--- src/rtl/maint_sequencer.sv ---
// rtl/maint_sequencer.sv - Arbitrates the DDR command path between host programs and maintenance routines,
// fetching routine instructions from the maintenance ROM into a small buffer for the executor.
module maint_sequencer #(
    parameter int          INSTR_WIDTH = 64,
    parameter int          ADDR_WIDTH  = 10,
    parameter int          FIFO_DEPTH  = 4,
    parameter int          OPC_MSB     = 63,
    parameter logic [3:0]  END_OPCODE  = 4'hF
) (
    input  logic                   clk,
    input  logic                   rst,
    input  logic                   init_calib_complete,
    input  logic                   maint_req,
    input  logic                   maint_process,
    output logic                   maint_ack,
    output logic                   softmc_fin,
    output logic [ADDR_WIDTH-1:0]  fetch_addr,
    output logic                   fetch_valid,
    input  logic [INSTR_WIDTH-1:0] maint_instr,
    input  logic                   maint_instr_valid,
    input  logic                   prog_req,
    output logic                   program_process,
    input  logic                   prog_done,
    output logic [INSTR_WIDTH-1:0] exe_instr,
    output logic                   exe_valid,
    input  logic                   exe_ready,
    input  logic                   exe_idle,
    output logic                   maint_err
);

    localparam int PW = $clog2(FIFO_DEPTH);
    localparam int CW = PW + 1;
    localparam logic [CW:0] DEPTH_V = (CW+1)'(FIFO_DEPTH);

    typedef enum logic [2:0] {
        S_IDLE, S_GRANT, S_FETCH, S_DRAIN, S_FIN, S_PROG
    } state_t;

    state_t                  state_q, state_d;
    logic                    ack_q, ack_d;
    logic [ADDR_WIDTH-1:0]   addr_q, addr_d;
    logic                    inflight_q, inflight_d;
    logic                    end_seen_q, end_seen_d;
    logic                    err_q, err_d;
    logic [PW-1:0]           wr_ptr_q, wr_ptr_d;
    logic [PW-1:0]           rd_ptr_q, rd_ptr_d;
    logic [CW-1:0]           count_q, count_d;
    logic [INSTR_WIDTH-1:0]  mem_q [FIFO_DEPTH];

    logic [CW:0] occupancy;
    logic        fetch_go;
    logic        ret_ok;
    logic        is_end;
    logic        push;
    logic        pop;

    // A strobe reserves a slot until its data lands, so in-flight fetches count toward occupancy.
    always_comb begin
        occupancy = {1'b0, count_q} + {{CW{1'b0}}, inflight_q};
        fetch_go  = (state_q == S_FETCH) && !end_seen_q && (occupancy < DEPTH_V);
        ret_ok    = inflight_q && maint_instr_valid && !end_seen_q;
        is_end    = (maint_instr[OPC_MSB -: 4] == END_OPCODE);
        push      = ret_ok && !is_end;
        pop       = (count_q != '0) && exe_ready;
    end

    always_comb begin
        state_d    = state_q;
        ack_d      = 1'b0;
        addr_d     = addr_q;
        inflight_d = fetch_go;
        end_seen_d = end_seen_q;
        err_d      = err_q;
        case (state_q)
            S_IDLE: begin
                if (init_calib_complete) begin
                    if (maint_req) begin
                        state_d = S_GRANT;
                        ack_d   = 1'b1;
                    end else if (prog_req) begin
                        state_d = S_PROG;
                    end
                end
            end
            S_GRANT: begin
                if (maint_process) begin
                    state_d = S_FETCH;
                    addr_d  = '0;
                end else if (!maint_req) begin
                    state_d = S_IDLE;
                end
            end
            S_FETCH: begin
                if (ret_ok && is_end) begin
                    end_seen_d = 1'b1;
                end
                if (fetch_go) begin
                    addr_d = addr_q + 1'b1;
                    // Last address strobed without an END: the routine can never terminate cleanly.
                    if (&addr_q && !(ret_ok && is_end)) begin
                        err_d      = 1'b1;
                        end_seen_d = 1'b1;
                    end
                end
                if (end_seen_q && !inflight_q) begin
                    state_d = S_DRAIN;
                end
            end
            S_DRAIN: begin
                if ((count_q == '0) && exe_idle) begin
                    state_d = S_FIN;
                end
            end
            S_FIN: begin
                state_d    = S_IDLE;
                end_seen_d = 1'b0;
                addr_d     = '0;
            end
            S_PROG: begin
                if (prog_done) begin
                    state_d = S_IDLE;
                end
            end
            default: state_d = S_IDLE;
        endcase
    end

    always_comb begin
        wr_ptr_d = wr_ptr_q + PW'(push);
        rd_ptr_d = rd_ptr_q + PW'(pop);
        count_d  = count_q + CW'(push) - CW'(pop);
    end

    always_ff @(posedge clk) begin
        if (rst) begin
            state_q    <= S_IDLE;
            ack_q      <= 1'b0;
            addr_q     <= '0;
            inflight_q <= 1'b0;
            end_seen_q <= 1'b0;
            err_q      <= 1'b0;
            wr_ptr_q   <= '0;
            rd_ptr_q   <= '0;
            count_q    <= '0;
        end else begin
            state_q    <= state_d;
            ack_q      <= ack_d;
            addr_q     <= addr_d;
            inflight_q <= inflight_d;
            end_seen_q <= end_seen_d;
            err_q      <= err_d;
            wr_ptr_q   <= wr_ptr_d;
            rd_ptr_q   <= rd_ptr_d;
            count_q    <= count_d;
        end
    end

    always_ff @(posedge clk) begin
        if (push) begin
            mem_q[wr_ptr_q] <= maint_instr;
        end
    end

    assign maint_ack       = ack_q;
    assign softmc_fin      = (state_q == S_FIN);
    assign fetch_addr      = addr_q;
    assign fetch_valid     = fetch_go;
    assign program_process = (state_q == S_PROG);
    assign exe_valid       = (count_q != '0);
    assign exe_instr       = mem_q[rd_ptr_q];
    assign maint_err       = err_q;

endmodule

--- config.mk ---
export PLATFORM = sky130hd
export DESIGN_NAME = maint_sequencer
export DESIGN_NICKNAME = d
export VERILOG_FILES = /design/src/rtl/maint_sequencer.sv
export SDC_FILE = /design/constraint.sdc
export NUM_CORES = 1
export LEC_CHECK = 0
export ABC_AREA = 1
export BUFFER_PORTS_ARGS = -buffer_cell sky130_fd_sc_hd__buf_2
export CAP_MARGIN = 20
export CORE_ASPECT_RATIO = 1.75
export CORE_MARGIN = 2
export CORE_UTILIZATION = 53
export CTS_BUF_LIST = sky130_fd_sc_hd__clkbuf_8
export DETAILED_ROUTE_END_ITERATION = 10
export PLACE_DENSITY = 0.87
export SETUP_SLACK_MARGIN = 0.2
export SLEW_MARGIN = 0
export SYNTH_ARGS = -nofsm -noshare
export SYNTH_HDL_FRONTEND = slang
export SYNTH_SLANG_ARGS = --single-unit
--- constraint.sdc ---
create_clock -name clk -period 5.3 [get_ports clk]
set_input_delay 0.265 -clock clk [delete_from_list [all_inputs] [get_ports clk]]
set_output_delay 0.265 -clock clk [all_outputs]
set_load 0.03 [all_outputs]
==> metrics.md, run 1 <==
| Metric | Value |
|---|---|
| Total GRT Usage | `22.2%` |
| Critical path's slowest cell | `dfxtp_2` |
| F_max | `0.345 GHz` |
| Slew margin rel. | `37.0%` |
| Commonest register cell after synthesis | `edfxtp_1` |
| Root buf cell | `clkbuf_8` |
| Final Wtd Congestion | `0.830` |
| Layout Skew | `0.0142 ns` |
| Worst min path class | `input port to flop` |
| Initial Utilization | `53.6%` |
| Sequential area share after synthesis | `75.4%` |
| Final min period | `2.90 ns` |
| Initial DRC count | `632` |
| Deepest clock path buffer count | `3` |
| Die X | `112 µm` |
| Warnings, synthesis | `0` |
| Drt via density | `5.70` |
| PortBufs | `153` |
| Crit path buf inv count | `4` |
| Pleak | `4.80 nW` |
| Largest net degree at the start of global routing | `90` |
| Maximum vdd drop | `346 µV` |
| Post-synth top area share | `71.0%` |
| Top cells by area, synth | `edfxtp_1, o21ai_0, nor2_1, dfxtp_1, o22ai_1` |
| Max Cap Viol | `0` |
| Row cnt | `69` |
| Critical Path RT | `5.04 ns` |
| H-tree depth | `2` |
| Final setup fails | `0` |
| Mapped Avg Cell Area | `12.8 µm²` |
| Number of enable flip-flop cells after synthesis | `256` |
| CP endpoint kind | `output pin` |
| GRT overflow | `0` |
| Layout Cells excl Fill | `1337` |
| Post-DR wirelength/cell | `18.5 µm` |
| DRT antenna net count | `0` |
| Critical Path Sink | `exe_instr[21]` |
| CP max stage delay | `0.51 ns` |
| Cell area power density | `432 nW/µm²` |
| R2R cell count | `7` |
| Initial antenna violation count | `0` |
| Status | `finished clean` |
| CTS Sinks | `280` |
| Hold_ws | `0.0282 ns` |
| First-pass iteration count of the detailed router | `5` |
| Cell accounting for the most synthesized area | `edfxtp_1` |
| Setup Fix Bufs, Post-CTS | `0` |
| CP arrival | `2.63 ns` |
| Crit path depth | `6` |
| Yosys reg bits | `280` |
| Tcrit/Tclk final | `54.6%` |
| Worst slew pin tran | `0.944 ns` |
| Diodes inserted | `0` |
| CP top delay family | `buffers and inverters` |
| RR Startpoint | `inflight_q$_SDFF_PP0_` |
| Worst-path clk slew | `0.07 ns` |
| Crit-path max FO | `36` |
| Die area | `21600 µm²` |
| Later-pin clock latency in the skew report | `0.52 ns` |
| TritonCTS buffer count | `36` |
| CP startpoint kind | `flop` |
| RSZ-0062 raised after global routing | `false` |
| Hold bufs inserted after CTS | `64` |
| Global-route wire length before repair | `38000 µm` |
| Post-CTS Resized | `0` |
| Area delta synth->final | `21.9%` |
| Post-Syn Instances | `844` |
| Total Wirelength | `24800 µm` |
| Cell Area, Synth | `10800 µm²` |
| IO Pins | `154` |
| Layout Nets | `1144` |
| Final Hold Viols | `0` |
| Die height | `193 µm` |
| DRC errors left | `0` |
| Vias | `7619` |
| Reg2reg setup slack | `2.86 ns` |
| DP HPWL | `13900 µm` |
| Crit Path Category | `flop to output pin` |
| Yosys cell types | `27` |
| Layout cells sized above 1 | `20.8%` |
| CTS tree | `yes` |
| Reg2reg end | `mem_q[3][47]$_DFFE_PP_` |
| Vias in the first global route | `7602` |
| Critical-path cell list | `buf_12 > inv_2 > buf_16 > o21ai_0 > o22ai_1 > buf_2` |
| Crit path from | `rd_ptr_q[1]$_SDFF_PP0_` |
| Syn_nets | `923` |
| Max-slew violations | `0` |
| Core ar. | `20200 µm²` |
| Async SR Flop Fraction | `0%` |
| Fin Setup TNS | `0 ns` |
| # placed instances | `1209` |
## through the flow
stage	util (%)	setup WS, ns	instance area [µm²]	power (mW)
after floorplan	-	-0.525	10800	3.72
after CTS	65.1	2.08	13100	5.68
after detailed placement	58.6	2.62	11800	4.20
final	65.3	2.40	13200	5.70
after global placement	58.4	2.48	11800	4.13
after global routing	65.3	2.25	13200	5.94
## cell families after synthesis
kind of cell / synth area share [%]
compound gates: 10.7
xor+xnor: 0.324
fa+ha+maj: 0.647
buf+inv: 2.97
flops: 75.4
simple gates: 9.92
## registers in the layout, indices dropped and copies added (netlist names)
| signal | count |
|---|---|
| state_q | 3 |
| maint_ack | 1 |
| count_q | 3 |
| wr_ptr_q | 2 |
| mem_q | 256 |
| maint_err | 1 |
| end_seen_q | 1 |
| rd_ptr_q | 2 |
| fetch_addr | 10 |
| inflight_q | 1 |
## metal layers
| layer | part of all wire (%) | GRT usage [%] |
|---|---|---|
| met1 | 36 | 24.9 |
| met2 | 54 | 41.4 |
| met3 | 6.9 | 3.97 |
| met4 | 3.4 | 9.66 |
| met5 | 0 | 0 |
## worst reg2reg max path: stages, from the launching register on
cell	delay [ns]
dfxtp_1	0.43
nand2_1	0.08
nor2_1	0.11
inv_1	0.05
nor2_1	0.27
inv_1	0.18
nor3_2	0.14
buf_4	0.76
## cell type report
class | instances | area (µm²)
Clock buffer | 36 | 495
Clock inverter | 26 | 165
Fill cell | 1433 | 7010
Inverter | 38 | 149
Multi-Input combinational cell | 482 | 2360
Sequential cell | 280 | 8170
Tap cell | 248 | 310
Timing Repair Buffer | 227 | 1550
## synth_stat cells (3+ instances only)
| cell | instances |
|---|---|
| edfxtp_1 | 256 |
| nor2_1 | 171 |
| o21ai_0 | 135 |
| o22ai_1 | 64 |
| nand2_1 | 48 |
| clkbuf_1 | 37 |
| inv_1 | 33 |
| dfxtp_1 | 24 |
| nand3_1 | 20 |
| a21oi_1 | 11 |
| buf_2 | 7 |
| nor3_1 | 7 |
| ha_1 | 4 |
| nand4_1 | 4 |
| inv_2 | 3 |
| o21bai_1 | 3 |
| xnor2_1 | 3 |
## placed cells by master, fill, tap and decap left out, drive strengths merged
master	n
inv	51
edfxtp	256
clkinv	10
o22ai	64
clkinvlp	1
buf	163
nor2	175
fa	1
nor3b	1
nand3	20
dlygate4sd3	64
nand2	52
ha	4
o21bai	3
nand4	4
xor2	1
o21ai	136
bufinv	2
xnor2	3
dfxtp	24
a21oi	11
clkbuf	36
nor3	7
## worst min-delay path by stage
stage                     slack (ns)  depth (start not counted)                     end                    from
after floorplan                 0.36                          0   mem_q[0][0]$_DFFE_PP_          maint_instr[0]
after global placement          0.44                          2  maint_err$_SDFFE_PP0P_  maint_err$_SDFFE_PP0P_
after detailed placement        0.45                          2  maint_err$_SDFFE_PP0P_  maint_err$_SDFFE_PP0P_
after CTS                      0.008                          1  mem_q[2][43]$_DFFE_PP_         maint_instr[43]
after global routing            0.02                          1  mem_q[0][43]$_DFFE_PP_         maint_instr[43]
final                           0.03                          1  mem_q[2][43]$_DFFE_PP_         maint_instr[43]
## power by group
| group | switching, mW | internal [mW] | total [mW] |
|---|---|---|---|
| sequential | 0.0636 | 2.47 | 2.54 |
| clock | 0.744 | 0.735 | 1.48 |
| combinational | 1.20 | 0.483 | 1.68 |
| total | 2.01 | 3.69 | 5.70 |
No activity file was read; power rests on OpenSTA's default activity.
==> run 2: changes to the inputs <==
- CORE_UTILIZATION: 53 -> 59
- PLACE_DENSITY: 0.87 -> 0.91
- clock period: 5.3 -> 2.9 ns (I/O delays scaled with it)
==> run 2 against run 1 <==
  * Global-route usage up 3.3 points
  * Die area shrank 9.9%
  * First-iteration DRC count down 0.63%
  * Highest routed layer unchanged
  * Wire length up 1.0%
  * Critical endpoint is now exe_instr[57]
  * Sequential share of layout area decreased by 0.85 points
==> metrics.md, run 2 (synthesis gave the netlist of run 1 again) <==
| Metric | Value |
|---|---|
| Status | `finished clean (unchanged)` |
| Tcrit/Tclk final | `82.2%` |
| Most common cell after layout, fill and taps aside | `edfxtp_1 (unchanged)` |
| Dpl ws | `0.973 ns (was 2.62 ns)` |
| Critical Path RT | `2.76 ns (was 5.04 ns)` |
| R2R cell count | `9 (was 7)` |
| GRT overflow | `0 (unchanged)` |
| Critical-path cell list | `buf_4 > o21ai_0 > o22ai_1 > buf_2 (was buf_12 > inv_2 > buf_16 > o21ai_0 > o22ai_1 > buf_2)` |
| Max reg flops | `256 (unchanged)` |
| Die area | `19500 µm² (was 21600 µm²)` |
| CTS Sinks | `280 (unchanged)` |
| Largest net degree at the start of global routing | `101 (was 90)` |
| Later-pin clock latency in the skew report | `0.50 ns (was 0.52 ns)` |
| Global-route wire length before repair | `38700 µm (was 38000 µm)` |
| Total chip power | `10.7 mW (was 5.70 mW)` |
| Layout cells sized above 1 | `21.6% (was 20.8%)` |
| First-pass iteration count of the detailed router | `9 (was 5)` |
| DP HPWL | `13500 µm (was 13900 µm)` |
| Placed Instance Area | `11900 µm² (was 11800 µm²)` |
| CTS tree | `yes (unchanged)` |
| Deepest clock path buffer count | `3 (unchanged)` |
| Cell area power density | `797 nW/µm² (was 432 nW/µm²)` |
| Area delta synth->final | `23.6% (was 21.9%)` |
| RR Startpoint | `count_q[1]$_SDFF_PP0_ (was inflight_q$_SDFF_PP0_)` |
| Final min period | `2.38 ns` |
| DRT antenna net count | `0 (unchanged)` |
| Total GRT Usage | `25.5% (was 22.2%)` |
| Vias in the first global route | `7940 (was 7602)` |
| Max-slew violations | `0 (unchanged)` |
| Core ar. | `18000 µm² (was 20200 µm²)` |
| Final worst slack | `0.517 ns (was 2.40 ns)` |
| Hold endpoint | `state_q[2]$_SDFFE_PP0P_ (was mem_q[2][43]$_DFFE_PP_)` |
| Initial DRC count | `628 (was 632)` |
| Slew margin rel. | `55.5% (was 37.0%)` |
| Maximum vdd drop | `755 µV (was 346 µV)` |
| Initial Utilization | `60.2% (was 53.6%)` |
| Min-delay src | `maint_req (was maint_instr[43])` |
| Worst min path class | `input port to flop (unchanged)` |
| Worst-path clk slew | `0.06 ns (was 0.07 ns)` |
| Post-DR wirelength/cell | `18.8 µm (was 18.5 µm)` |
| Drt via density | `5.84 (was 5.70)` |
| TritonCTS buffer count | `39 (was 36)` |
| Fill cells | `1035 (was 1433)` |
| Largest register by flop count | `mem_q (unchanged)` |
| Pleak | `4.88 nW (was 4.80 nW)` |
| Hold path depth | `6 (was 1)` |
| Total Wirelength | `25100 µm (was 24800 µm)` |
| RSZ-0062 raised after global routing | `false (unchanged)` |
| Reg2reg setup slack | `0.96 ns (was 2.86 ns)` |
| Post-CTS Resized | `0 (unchanged)` |
| Crit-path max FO | `39 (was 36)` |
| Final Hold Viols | `0 (unchanged)` |
| Final setup fails | `0 (unchanged)` |
| Vias | `7785 (was 7619)` |
| IO Pins | `154 (unchanged)` |
| Final Wtd Congestion | `0.863 (was 0.830)` |
| CP arrival | `2.24 ns (was 2.63 ns)` |
| Most frequent cells in the layout | `edfxtp_1, nor2_1, buf_2 (unchanged)` |
| Layout Nets | `1152 (was 1144)` |
| Reg2reg end | `count_q[2]$_SDFF_PP0_ (was mem_q[3][47]$_DFFE_PP_)` |
| Critical path's slowest cell | `dfxtp_4 (was dfxtp_2)` |
| CP startpoint kind | `flop (unchanged)` |
| F_max | `0.420 GHz` |
| CP endpoint kind | `output pin (unchanged)` |
| CP max stage delay | `0.59 ns (was 0.51 ns)` |
| PortBufs | `153 (unchanged)` |
| DRC errors left | `0 (unchanged)` |
| Fin Setup TNS | `0 ns (unchanged)` |
| H-tree depth | `2 (unchanged)` |
| Initial antenna violation count | `1 (was 0)` |
| Layout Skew | `0.0197 ns (was 0.0142 ns)` |
| Die X | `106 µm (was 112 µm)` |
| Cell area after layout | `13400 µm² (was 13200 µm²)` |
| Max Cap Viol | `0 (unchanged)` |
| Row cnt | `65 (was 69)` |
| Crit Path Category | `flop to output pin (unchanged)` |
| Root buf cell | `clkbuf_8 (unchanged)` |
| Die height | `183 µm (was 193 µm)` |
| Worst slew pin tran | `0.667 ns (was 0.944 ns)` |
run 2: cell count changes in the layout (fill, tap and decap cells not counted), moves of 2 or more:
cell / delta
clkbuf_8: +8
clkinv_2: +2
buf_16: -2
dlygate4sd3_1: +5
nor3_4: +4
nor3_2: -4
buf_12: +5
buf_4: -3
inv_1: -4
run 2: worst max-delay path by stage:
stage	start	to	slack [ns]	cells after the start
6_report	rd_ptr_q[0]$_SDFF_PP0_	exe_instr[57]	0.52	4
2_1_floorplan	inflight_q$_SDFF_PP0_	mem_q[1][0]$_DFFE_PP_	0.11	6
4_1_cts	rd_ptr_q[0]$_SDFF_PP0_	exe_instr[57]	0.56	4
3_5_place_dp	count_q[1]$_SDFF_PP0_	count_q[2]$_SDFF_PP0_	0.97	9
5_1_grt	rd_ptr_q[0]$_SDFF_PP0_	exe_instr[6]	0.43	4
3_3_place_gp	count_q[1]$_SDFF_PP0_	count_q[2]$_SDFF_PP0_	1.06	9
run 2: metrics by stage:
step                instances  utilization, %  hold slack [ns]
CTS                      1333            74.4           0.0387
floorplan                 844               -            0.244
detailed placement       1197            66.4            0.360
global route             1334            74.5            0.141
global placement         1197            66.4            0.354
finish                   1334            74.5           0.0731
run 2: cell type report:
type	count	area, µm²	share of cell area, %
antenna	1	2.50	0.0187
clock buffer	44	606	4.53
clock inverter	23	148	1.10
inverter	38	151	1.13
multi-input combinational	482	2390	17.9
sequential	280	8170	61.1
tap	234	293	2.19
timing repair buffer	232	1620	12.1
run 2: timing repair:
item,in CTS,in global routing
hold buffers,69,0
buffers inserted,0,0
hold endpoints to repair,268,0
run 2: worst max-delay path, delay by kind of cell, from the launching register on:
| family | cells | cell delay [ns] |
|---|---|---|
| flip-flops | 1 | 0.59 |
| AO/OA/AOI/OAI | 2 | 0.45 |
| buffers and inverters | 2 | 0.68 |
run 2: layer usage:
metal  GRT usage, %  wire [µm]  part of all wire, %  up-vias
li1               -          -                    -     3522
met1           28.1       8690                   35     3768
met2           46.4      13500                   54      411
met3           4.98       1950                  7.8       84
met4           12.6        921                  3.7        0
met5              0          0                    0        -
run 2: power by group:
group | switching [mW] | internal [mW]
Clock | 1.35 | 1.56
Sequential | 0.150 | 4.52
Combinational | 2.20 | 0.878
Total | 3.70 | 6.96
